--- src/rtl/mem_port_arbiter.sv ---
// Two-port arbiter sharing one unified instruction/data memory between the core (C) and a DMA loader (D).
// Accesses are serialised IDLE -> ISSUE -> WAIT -> DONE; round-robin on simultaneous requests.
module mem_port_arbiter #(
    parameter int AW      = 32,
    parameter int DW      = 32,
    parameter int MEM_LAT = 2
) (
    input  logic          clk,
    input  logic          rst,
    input  logic          cpu_req,
    input  logic          cpu_we,
    input  logic [AW-1:0] cpu_addr,
    input  logic [DW-1:0] cpu_wdata,
    output logic [DW-1:0] cpu_rdata,
    output logic          cpu_ack,
    input  logic          dma_req,
    input  logic          dma_we,
    input  logic [AW-1:0] dma_addr,
    input  logic [DW-1:0] dma_wdata,
    output logic [DW-1:0] dma_rdata,
    output logic          dma_ack,
    output logic          mem_en,
    output logic          mem_we,
    output logic [AW-1:0] mem_addr,
    output logic [DW-1:0] mem_wdata,
    input  logic [DW-1:0] mem_rdata,
    output logic          owner,
    output logic          busy
);

    typedef enum logic [1:0] {
        IDLE,
        ISSUE,
        WAIT,
        DONE
    } state_t;

    localparam logic [3:0] WAIT_LOAD = 4'(MEM_LAT - 1);

    state_t        state_q, state_d;
    logic          owner_q, owner_d;
    logic          we_q, we_d;
    logic [AW-1:0] addr_q, addr_d;
    logic [DW-1:0] wdata_q, wdata_d;
    logic [3:0]    cnt_q, cnt_d;
    logic [DW-1:0] cpu_rdata_q, cpu_rdata_d;
    logic [DW-1:0] dma_rdata_q, dma_rdata_d;
    logic          grant_dma;

    // DMA wins only when the core is idle or the core was the last owner.
    assign grant_dma = dma_req & (~cpu_req | ~owner_q);

    always_comb begin
        state_d     = state_q;
        owner_d     = owner_q;
        we_d        = we_q;
        addr_d      = addr_q;
        wdata_d     = wdata_q;
        cnt_d       = cnt_q;
        cpu_rdata_d = cpu_rdata_q;
        dma_rdata_d = dma_rdata_q;
        case (state_q)
            IDLE: begin
                if (cpu_req || dma_req) begin
                    owner_d = grant_dma;
                    we_d    = grant_dma ? dma_we    : cpu_we;
                    addr_d  = grant_dma ? dma_addr  : cpu_addr;
                    wdata_d = grant_dma ? dma_wdata : cpu_wdata;
                    state_d = ISSUE;
                end
            end
            ISSUE: begin
                cnt_d   = WAIT_LOAD;
                state_d = WAIT;
            end
            WAIT: begin
                if (cnt_q == 4'd0) begin
                    if (!we_q) begin
                        if (owner_q) begin
                            dma_rdata_d = mem_rdata;
                        end else begin
                            cpu_rdata_d = mem_rdata;
                        end
                    end
                    state_d = DONE;
                end else begin
                    cnt_d = cnt_q - 4'd1;
                end
            end
            DONE: begin
                state_d = IDLE;
            end
            default: begin
                state_d = IDLE;
            end
        endcase
    end

    always_ff @(posedge clk) begin
        if (rst) begin
            state_q     <= IDLE;
            owner_q     <= 1'b1;
            we_q        <= 1'b0;
            addr_q      <= '0;
            wdata_q     <= '0;
            cnt_q       <= 4'd0;
            cpu_rdata_q <= '0;
            dma_rdata_q <= '0;
        end else begin
            state_q     <= state_d;
            owner_q     <= owner_d;
            we_q        <= we_d;
            addr_q      <= addr_d;
            wdata_q     <= wdata_d;
            cnt_q       <= cnt_d;
            cpu_rdata_q <= cpu_rdata_d;
            dma_rdata_q <= dma_rdata_d;
        end
    end

    // All strobes decode straight from the registered state, so they are one cycle wide by construction.
    assign mem_en    = (state_q == ISSUE);
    assign mem_we    = (state_q == ISSUE) & we_q;
    assign mem_addr  = addr_q;
    assign mem_wdata = wdata_q;
    assign cpu_ack   = (state_q == DONE) & ~owner_q;
    assign dma_ack   = (state_q == DONE) & owner_q;
    assign cpu_rdata = cpu_rdata_q;
    assign dma_rdata = dma_rdata_q;
    assign owner     = owner_q;
    assign busy      = (state_q != IDLE);

endmodule

--- config.mk ---
export PLATFORM = sky130hd
export DESIGN_NAME = mem_port_arbiter
export DESIGN_NICKNAME = d
export VERILOG_FILES = /design/src/rtl/mem_port_arbiter.sv
export SDC_FILE = /design/constraint.sdc
export NUM_CORES = 1
export LEC_CHECK = 0
export BUFFER_PORTS_ARGS = -buffer_cell sky130_fd_sc_hd__buf_2
export CAP_MARGIN = 20
export CORE_UTILIZATION = 42
export CTS_BUF_LIST = sky130_fd_sc_hd__clkbuf_8
export CTS_CLUSTER_DIAMETER = 100
export DETAILED_ROUTE_END_ITERATION = 6
export PLACE_DENSITY = 0.89
export SETUP_SLACK_MARGIN = 0.4
export SLEW_MARGIN = 20
export SYNTH_ARGS = -nofsm -noshare
export SYNTH_HDL_FRONTEND = slang
export SYNTH_SLANG_ARGS = --single-unit
--- constraint.sdc ---
create_clock -name clk -period 2 [get_ports clk]
set_input_delay 0.6 -clock clk [delete_from_list [all_inputs] [get_ports clk]]
set_output_delay 0.6 -clock clk [all_outputs]
set_load 0.03 [all_outputs]
* Word level (Yosys, flattened, before mapping) *
Cells that the tools add are included.

operators by class
  bitwise gates (word level) = 8
  equality and inequality tests = 6
  muxes and demuxes = 8
  add/sub/neg operators = 1
  reduce and logical (&&, ||, !) cells = 10

operators by type and width
  cell                                                                count
  32-bit two-way mux                                                  2
  2-bit case mux with 4 select lines                                  1
  4-bit case mux with 2 select lines                                  1
  4-bit AND reduction                                                 2
  2-bit != test, second input constant                                3
  2-bit AND reduction                                                 3
  1-bit bitwise AND                                                   4
  2-bit == test, second input constant                                2
  4-bit logical NOT                                                   1
  2-bit two-way mux                                                   2
  4-bit two-way mux                                                   1
  2-bit nonzero test                                                  2
  4-bit by 1-bit subtractor with 4-bit output, second input constant  1
  1-bit inverter                                                      3
  2-bit by 1-bit == test with 1-bit output, second input constant     1
  2-bit logical NOT                                                   1
  1-bit logical OR                                                    1
  1-bit two-way mux                                                   1
  1-bit OR                                                            1

storage, ports and cells
  register bits = 136
  input bits = 166

* Depth between registers and ports, before layout *
Gate-level depths: netlist of the first run.

  depth in word-level cells = 4
  mapped depth = 8

* Worst setup path after synthesis of the first run *
OpenSTA, ideal clock, no wires.

  kind = flip-flop to flip-flop
  from = register state_q[0]
  to = register dma_rdata_q[10], in the netlist dma_rdata[10]
  data arrival time = 1.814 ns
  data required time = 1.882 ns
  stages on the path, launching flop included = 9
  setup slack = 0.068 ns
  cell sequence = dfxtp_1 inv_1 ha_1 clkbuf_1 inv_1 or4_4 buf_6 buf_12 mux2i_1

on the way
  cells in the longest elaborated chain, start to end = 2

ends and longest elaborated chain
  element                               line  text
  start: declaration                    40    state_t state_q, state_d;
  start signal: assignment              110   state_q <= state_d;
  2-bit == test                         62    case (state_q)
  4-bit AND reduction (no source line)  n/a
  end signal: assignment                117   dma_rdata_q <= dma_rdata_d;
  end: declaration                      47    logic [DW-1:0] dma_rdata_q, dma_rdata_d;

No other way between the ends.
A chain may end at the register's enable or synchronous reset.

* Final worst setup path of the first run *
  from = register cnt_q[1]
  to = register dma_rdata_q[9], in the netlist dma_rdata[9]

on the way
  cells in the longest elaborated chain, start to end = 2

ends and longest elaborated chain
  element                               line  text
  start: declaration                    45    logic [3:0] cnt_q, cnt_d;
  start signal: assignment              115   cnt_q <= cnt_d;
  4-bit logical NOT                     77    if (cnt_q == 4'd0) begin
  4-bit AND reduction (no source line)  n/a

No other way between the ends.

==> impl_metrics.tcl, run 1 <==
set metrics [dict create \
    finClkSkew_ns 0.01240 \
    preCtsSetupSlack_ns 0.1042 \
    dieArea_mm2 0.01386 \
    grt_pass1_vias 5499 \
    layout.nets 1081 \
    synth_seq_cells 136 \
    final_hold_viol_count 0 \
    antennaDiodeCount 0 \
    syn_inst 585 \
    drive_above_1_share 0.4799 \
    setup_slack_ns -0.1243 \
    grt_start_max_net_pins 58 \
    cts_buffers 17 \
    postLayoutCoreUtil 0.7050 \
    crit_path_start_kind "register" \
    cts-htree-levels 4 \
    clk_pin_slew_ns 0.07 \
    grt_pass1_wl_um 28280 \
    yosysWarnings 0 \
    r2r-start "cnt_q[1]$_SDFFE_PP0P_" \
    drt-wirelength-per-cell_um 19.11 \
    cts_buffer_depth 2 \
    worstSetupPathType "reg -> reg" \
    setup_violations 30 \
    setup_tns_ns -0.8141 \
    violations "setup timing" \
    initial_core_util 0.4385 \
    critPathCapture "dma_rdata[9]$_SDFFE_PP0P_" \
    synth_cell_types 31 \
    synth_area_mm2 0.005624 \
    portBuffers 299 \
    rsz0062_at_grt "yes" \
    r2r_cells 7 \
    startpoint "cnt_q[1]$_SDFFE_PP0P_" \
    postCtsHoldBufs 0 \
    vdd.ir_drop.worst_mv 0.6910 \
    viasPerCell 5.245 \
    required_ns 2.35 \
    worst_pin_slew_ns 0.5624 \
    drt_wl_total_um 20880 \
    power_density_mw_per_mm2 1286 \
    outcome "complete, but fails checks" \
    synth-async-reset-ratio 0 \
    period_share 1.062 \
    die_w_um 117.7 \
    synth_area_per_cell_um2 9.614 \
    row_count 41 \
    final_cell_mix "167 x buf_2, 121 x mux2i_1, 111 x dfxtp_1" \
    num_vias 5733 \
    clock-sinks 136 \
    root_buffer "clkbuf_8" \
    synth_edf_count 0 \
    p_leak_nw 4.239 \
    drv_slew 0 \
    cp.arrival_ns 2.48 \
    dr.pass1.iters 5 \
    hold_path.class "in -> reg" \
    r2r-end "dma_rdata[9]$_SDFFE_PP0P_" \
    slew_headroom 0.6242 \
    r2r_slack_ns -0.12 \
    clkLatencyLatePin_ns 0.45 \
    yosysSeqAreaShare 0.4841 \
    cp-end-kind "register" \
    antenna_found_initial 0 \
    coreArea_mm2 0.01282 \
    grt-ovfl-total 0 \
    syn_nets 757 \
    path_max_fanout 12 \
    antenna_left 0 \
    synth_flop_cell "dfxtp_1" \
    max_freq_mhz 470.7 \
    final_common_cell "buf_2" \
    die_height_um 117.7 \
    groute.usage.overall 0.2624 \
    finalCriticalPeriod_ns 2.124 \
    maxCapViolCount 0 \
    drtIter0Drc 435 \
    drc 0 \
    power.total_mw 11.62 \
    ioPinCount 300 \
    dp_hpwl_um 11990 \
    area_growth_pct 60.76 \
    tritoncts "yes" \
    gp_congestion 0.8497 \
]
[synthesized netlist by cell type (all sizes together) (2+ instances only)]
| cell | count | area share |
|---|---|---|
| o21ai | 66 | 0.059 |
| nor3 | 4 | 0.0036 |
| nand2 | 98 | 0.065 |
| buf | 16 | 0.024 |
| and2 | 2 | 0.0022 |
| ha | 6 | 0.013 |
| mux2i | 130 | 0.23 |
| dfxtp | 136 | 0.48 |
| nor2b | 2 | 0.0022 |
| a21oi | 67 | 0.060 |
| nor3b | 2 | 0.0027 |
| clkbuf | 32 | 0.021 |
| a211oi | 2 | 0.0027 |
| inv | 8 | 0.0053 |
[worst max-delay path, cell delays in order, from the launching register on]
cell and delay, ns:
dfxtp_2 0.33, inv_2 0.08, ha_4 0.13, or3b_4 0.38
buf_4 0.15, or4_4 0.53, buf_12 0.21, mux2i_1 0.23
[cell type report]
type | instances | area [um2]
clock inverter | 14 | 185.2
tap | 172 | 215.2
fill | 849 | 3784
timing repair buffer | 352 | 2819
clock buffer | 17 | 234.0
multi-input combinational | 394 | 2789
sequential | 136 | 2761
inverter | 8 | 37.54
[kinds of logic after synthesis]
| logic type | Yosys count | synth area share |
|---|---|---|
| flops | 136 | 0.4841 |
| xor+xnor | 1 | 0.001558 |
| compound gates | 141 | 0.1299 |
| buf+inv | 56 | 0.05095 |
| fa+ha+maj | 6 | 0.01335 |
| mux | 131 | 0.2334 |
| simple gates | 114 | 0.08676 |
[where the power goes]
group / leakage, nW / switching [mW] / internal (mW)
registers: 1.13 / 0.429 / 3.37
clock network: 0.218 / 1.08 / 1.34
logic: 2.90 / 3.09 / 2.33
[worst min-delay path by stage]
stage	startpoint	to	slack (ns)	cells after the start
after floorplan	cnt_q[0]$_SDFFE_PP0P_	cnt_q[0]$_SDFFE_PP0P_	0.47	1
after global placement	cpu_rdata[12]$_SDFFE_PP0P_	cpu_rdata[12]$_SDFFE_PP0P_	0.44	2
after detailed placement	cpu_rdata[13]$_SDFFE_PP0P_	cpu_rdata[13]$_SDFFE_PP0P_	0.45	2
after CTS	mem_rdata[30]	dma_rdata[30]$_SDFFE_PP0P_	0.39	3
after global routing	mem_rdata[5]	dma_rdata[5]$_SDFFE_PP0P_	0.42	3
final	mem_rdata[30]	dma_rdata[30]$_SDFFE_PP0P_	0.41	3
[metrics by stage]
| step | area, um2 | std cells | hold slack (ns) |
|---|---|---|---|
| after CTS | 8554 | 1076 | 0.3868 |
| after detailed placement | 7347 | 1027 | 0.4453 |
| after floorplan | 5650 | 585 | 0.4675 |
| after global routing | 9041 | 1093 | 0.4221 |
| after global placement | 7347 | 1027 | 0.4398 |
| final | 9041 | 1093 | 0.4145 |
[routing by layer]
metal	global-route usage	vias up	share of wire
li1	-	2679	-
met1	0.2724	2697	0.36
met2	0.4813	295	0.54
met3	0.06347	62	0.059
met4	0.1450	0	0.041
met5	0	-	0
[sequential cells by signal (all words and copies together) (netlist names)]
signal / count
mem_wdata: 32
we_q: 1
state_q: 2
owner: 1
cnt_q: 4
cpu_rdata: 32
mem_addr: 32
dma_rdata: 32
[what timing repair did]
item,in CTS,in global routing
buffers inserted,12,11
gates resized for setup,180,103
pin swaps,7,2
endpoints found under the setup margin,248,193
cloned,6,6
hold endpoints to repair,0,0
No activity file was read; power rests on OpenSTA's default activity.
==> run 2, diff against run 1 <==
--- a/config.mk
+++ b/config.mk
@@ -7,6 +7,7 @@
 export LEC_CHECK = 0
 export BUFFER_PORTS_ARGS = -buffer_cell sky130_fd_sc_hd__buf_2
 export CAP_MARGIN = 20
+export CORE_ASPECT_RATIO = 0.8
 export CORE_UTILIZATION = 42
 export CTS_BUF_LIST = sky130_fd_sc_hd__clkbuf_8
 export CTS_CLUSTER_DIAMETER = 100
==> run 2 against run 1 <==
The run now ends clean. Cell area fell by 6.4%. Register-to-register slack improved by 0.22 ns. Non-clock buffer count fell by 16. Sequential share of layout area rose by 1.9 points. Count of clock-buffer cells in the layout rose by 1. Utilization fell by 5.2 points. Clock power fell by 12%. Final cell count fell by 1.1%. Sequential power fell by 2%. Critical endpoint is now mem_we. Largest power group unchanged.
==> impl_metrics.tcl, run 2 (synthesized netlist as in run 1, its figures left out) <==
set metrics [dict create \
    p_sw_mw 4.330 \
    final-seq-area_mm2 0.002745 \
    postCtsHoldBufs 0 \
    cp-end-kind "output port" \
    fillers 1026 \
    startpoint "state_q[1]$_SDFFE_PP0P_" \
    cts_buffers 17 \
    outcome "complete, no violations" \
    antenna_found_initial 0 \
    dp_hpwl_um 11270 \
    gp_congestion 0.8118 \
    cts_buffer_depth 2 \
    finalCriticalPeriod_ns 1.906 \
    cts-htree-levels 4 \
    critPathCapture "mem_we" \
    power_density_mw_per_mm2 1261 \
    setup_tns_ns 0 \
    pwr-share-seq 0.350 \
    grt_pass1_wl_um 24450 \
    initial_core_util 0.4339 \
    dr.pass1.iters 4 \
    finClkSkew_ns 0.01188 \
    antennaDiodeCount 0 \
    r2r_cells 6 \
    whs_ns 0.4335 \
    hold_path.class "in -> reg" \
    drt_wl_total_um 16830 \
    grt-ovfl-total 0 \
    r2r-end "dma_rdata[13]$_SDFFE_PP0P_" \
    drt-wirelength-per-cell_um 15.57 \
    slew_headroom 0.7171 \
    clkLatencyLatePin_ns 0.42 \
    antenna_left 0 \
    path_max_fanout 4 \
    final_hold_viol_count 0 \
    drc 0 \
    die_w_um 131.4 \
    r2r-start "cnt_q[1]$_SDFFE_PP0P_" \
    portBuffers 299 \
    maxCapViolCount 0 \
    setup_violations 0 \
    comb_power_share 0.451 \
    clock-sinks 136 \
    num_vias 5448 \
    grt_pass1_vias 5168 \
    required_ns 1.40 \
    clkPwrFrac 0.199 \
    coreArea_mm2 0.01296 \
    crit_path_start_kind "register" \
    die_height_um 105.5 \
    groute.usage.overall 0.2201 \
    drv_slew 0 \
    tritoncts "yes" \
    worst_pin_slew_ns 0.4234 \
    area_growth_pct 50.39 \
    cp.arrival_ns 1.31 \
    multi_input_area_mm2 0.002739 \
    power.total_mw 10.67 \
    clk_pin_slew_ns 0.08 \
    worstSetupPathType "reg -> out" \
    r2r_slack_ns 0.10 \
    root_buffer "clkbuf_8" \
    rsz0062_at_grt "yes" \
    grt_start_max_net_pins 52 \
    p_int_mw 6.338 \
    vdd.ir_drop.worst_mv 0.7628 \
    drtIter0Drc 244 \
    row_count 37 \
    p_leak_nw 4.025 \
    drive_above_1_share 0.4492 \
    period_share 0.9531 \
    switching_share 0.4059 \
    ioPinCount 300 \
    final_cell_mix "179 x buf_2, 127 x mux2i_1, 124 x dfxtp_1" \
    max_freq_mhz 524.6 \
    final_common_cell "buf_2" \
    dieArea_mm2 0.01386 \
    layout.nets 1065 \
    viasPerCell 5.040 \
]
[run 2: changes by cell type in the layout (fill, tap and decap cells not counted), sizes merged]
cell      previous run  this run
buf                347       312
clkbuf              22        42
bufinv               4         1
inv                 10        13
clkinv               7         5
clkinvlp             1         3
[run 2: worst min path at each step]
| stage | to | from | slack (ns) | cells past startpoint |
|---|---|---|---|---|
| 2_1_floorplan | cnt_q[0]$_SDFFE_PP0P_ | cnt_q[0]$_SDFFE_PP0P_ | 0.47 | 1 |
| 3_3_place_gp | cpu_rdata[24]$_SDFFE_PP0P_ | cpu_rdata[24]$_SDFFE_PP0P_ | 0.44 | 2 |
| 3_5_place_dp | cpu_rdata[24]$_SDFFE_PP0P_ | cpu_rdata[24]$_SDFFE_PP0P_ | 0.45 | 2 |
| 4_1_cts | dma_rdata[26]$_SDFFE_PP0P_ | mem_rdata[26] | 0.41 | 3 |
| 5_1_grt | cpu_rdata[6]$_SDFFE_PP0P_ | mem_rdata[6] | 0.42 | 3 |
| 6_report | dma_rdata[26]$_SDFFE_PP0P_ | mem_rdata[26] | 0.43 | 3 |
[run 2: what timing repair did]
| item | 4_1_cts | 5_1_grt |
|---|---|---|
| resized for setup | 64 | 193 |
| endpoints found under the setup margin | 140 | 209 |
| gates cloned | 2 | 3 |
| buffers inserted | 8 | 5 |
| pin swaps | 2 | 2 |
[run 2: metrics by stage]
| stage | util | area [um2] | cells | setup WS (ns) |
|---|---|---|---|---|
| after floorplan | - | 5650 | 585 | 0.08488 |
| after global placement | 0.5686 | 7371 | 1031 | 0.1488 |
| after detailed placement | 0.5686 | 7371 | 1031 | 0.08883 |
| after CTS | 0.6203 | 8040 | 1073 | 0.07478 |
| after global routing | 0.6525 | 8458 | 1081 | 0.02358 |
| final | 0.6525 | 8458 | 1081 | 0.09379 |
[run 2: area by class of cell]
type,instances,share of cell area
sequential,136,0.3246
multi-input combinational,394,0.3238
timing repair buffer,336,0.2768
clock buffer,18,0.02929
tap,175,0.02589
clock inverter,14,0.01494
inverter,8,0.004734
[run 2: critical path, cell delays in order (launching register included)]
cell	delay (ns)
dfxtp_4	0.39
inv_6	0.05
ha_4	0.16
and2_4	0.15
buf_6	0.13
[run 2: power groups by stage]
stage               Combinational (mW)  Clock (mW)  Sequential [mW]
detailed placement                3.96           0             3.70
global route                      5.08        2.31             3.80
CTS                               4.37        2.16             3.68
global placement                  3.86           0             3.68
floorplan                         1.63           0             4.83
finish                            4.81        2.12             3.73
[run 2: metal layers]
layer,share of wire,up-vias,global-route usage
met5,0,-,0
met4,0.025,0,0.09136
met3,0.052,31,0.04906
met2,0.51,191,0.4024
met1,0.41,2574,0.2474
li1,-,2652,-
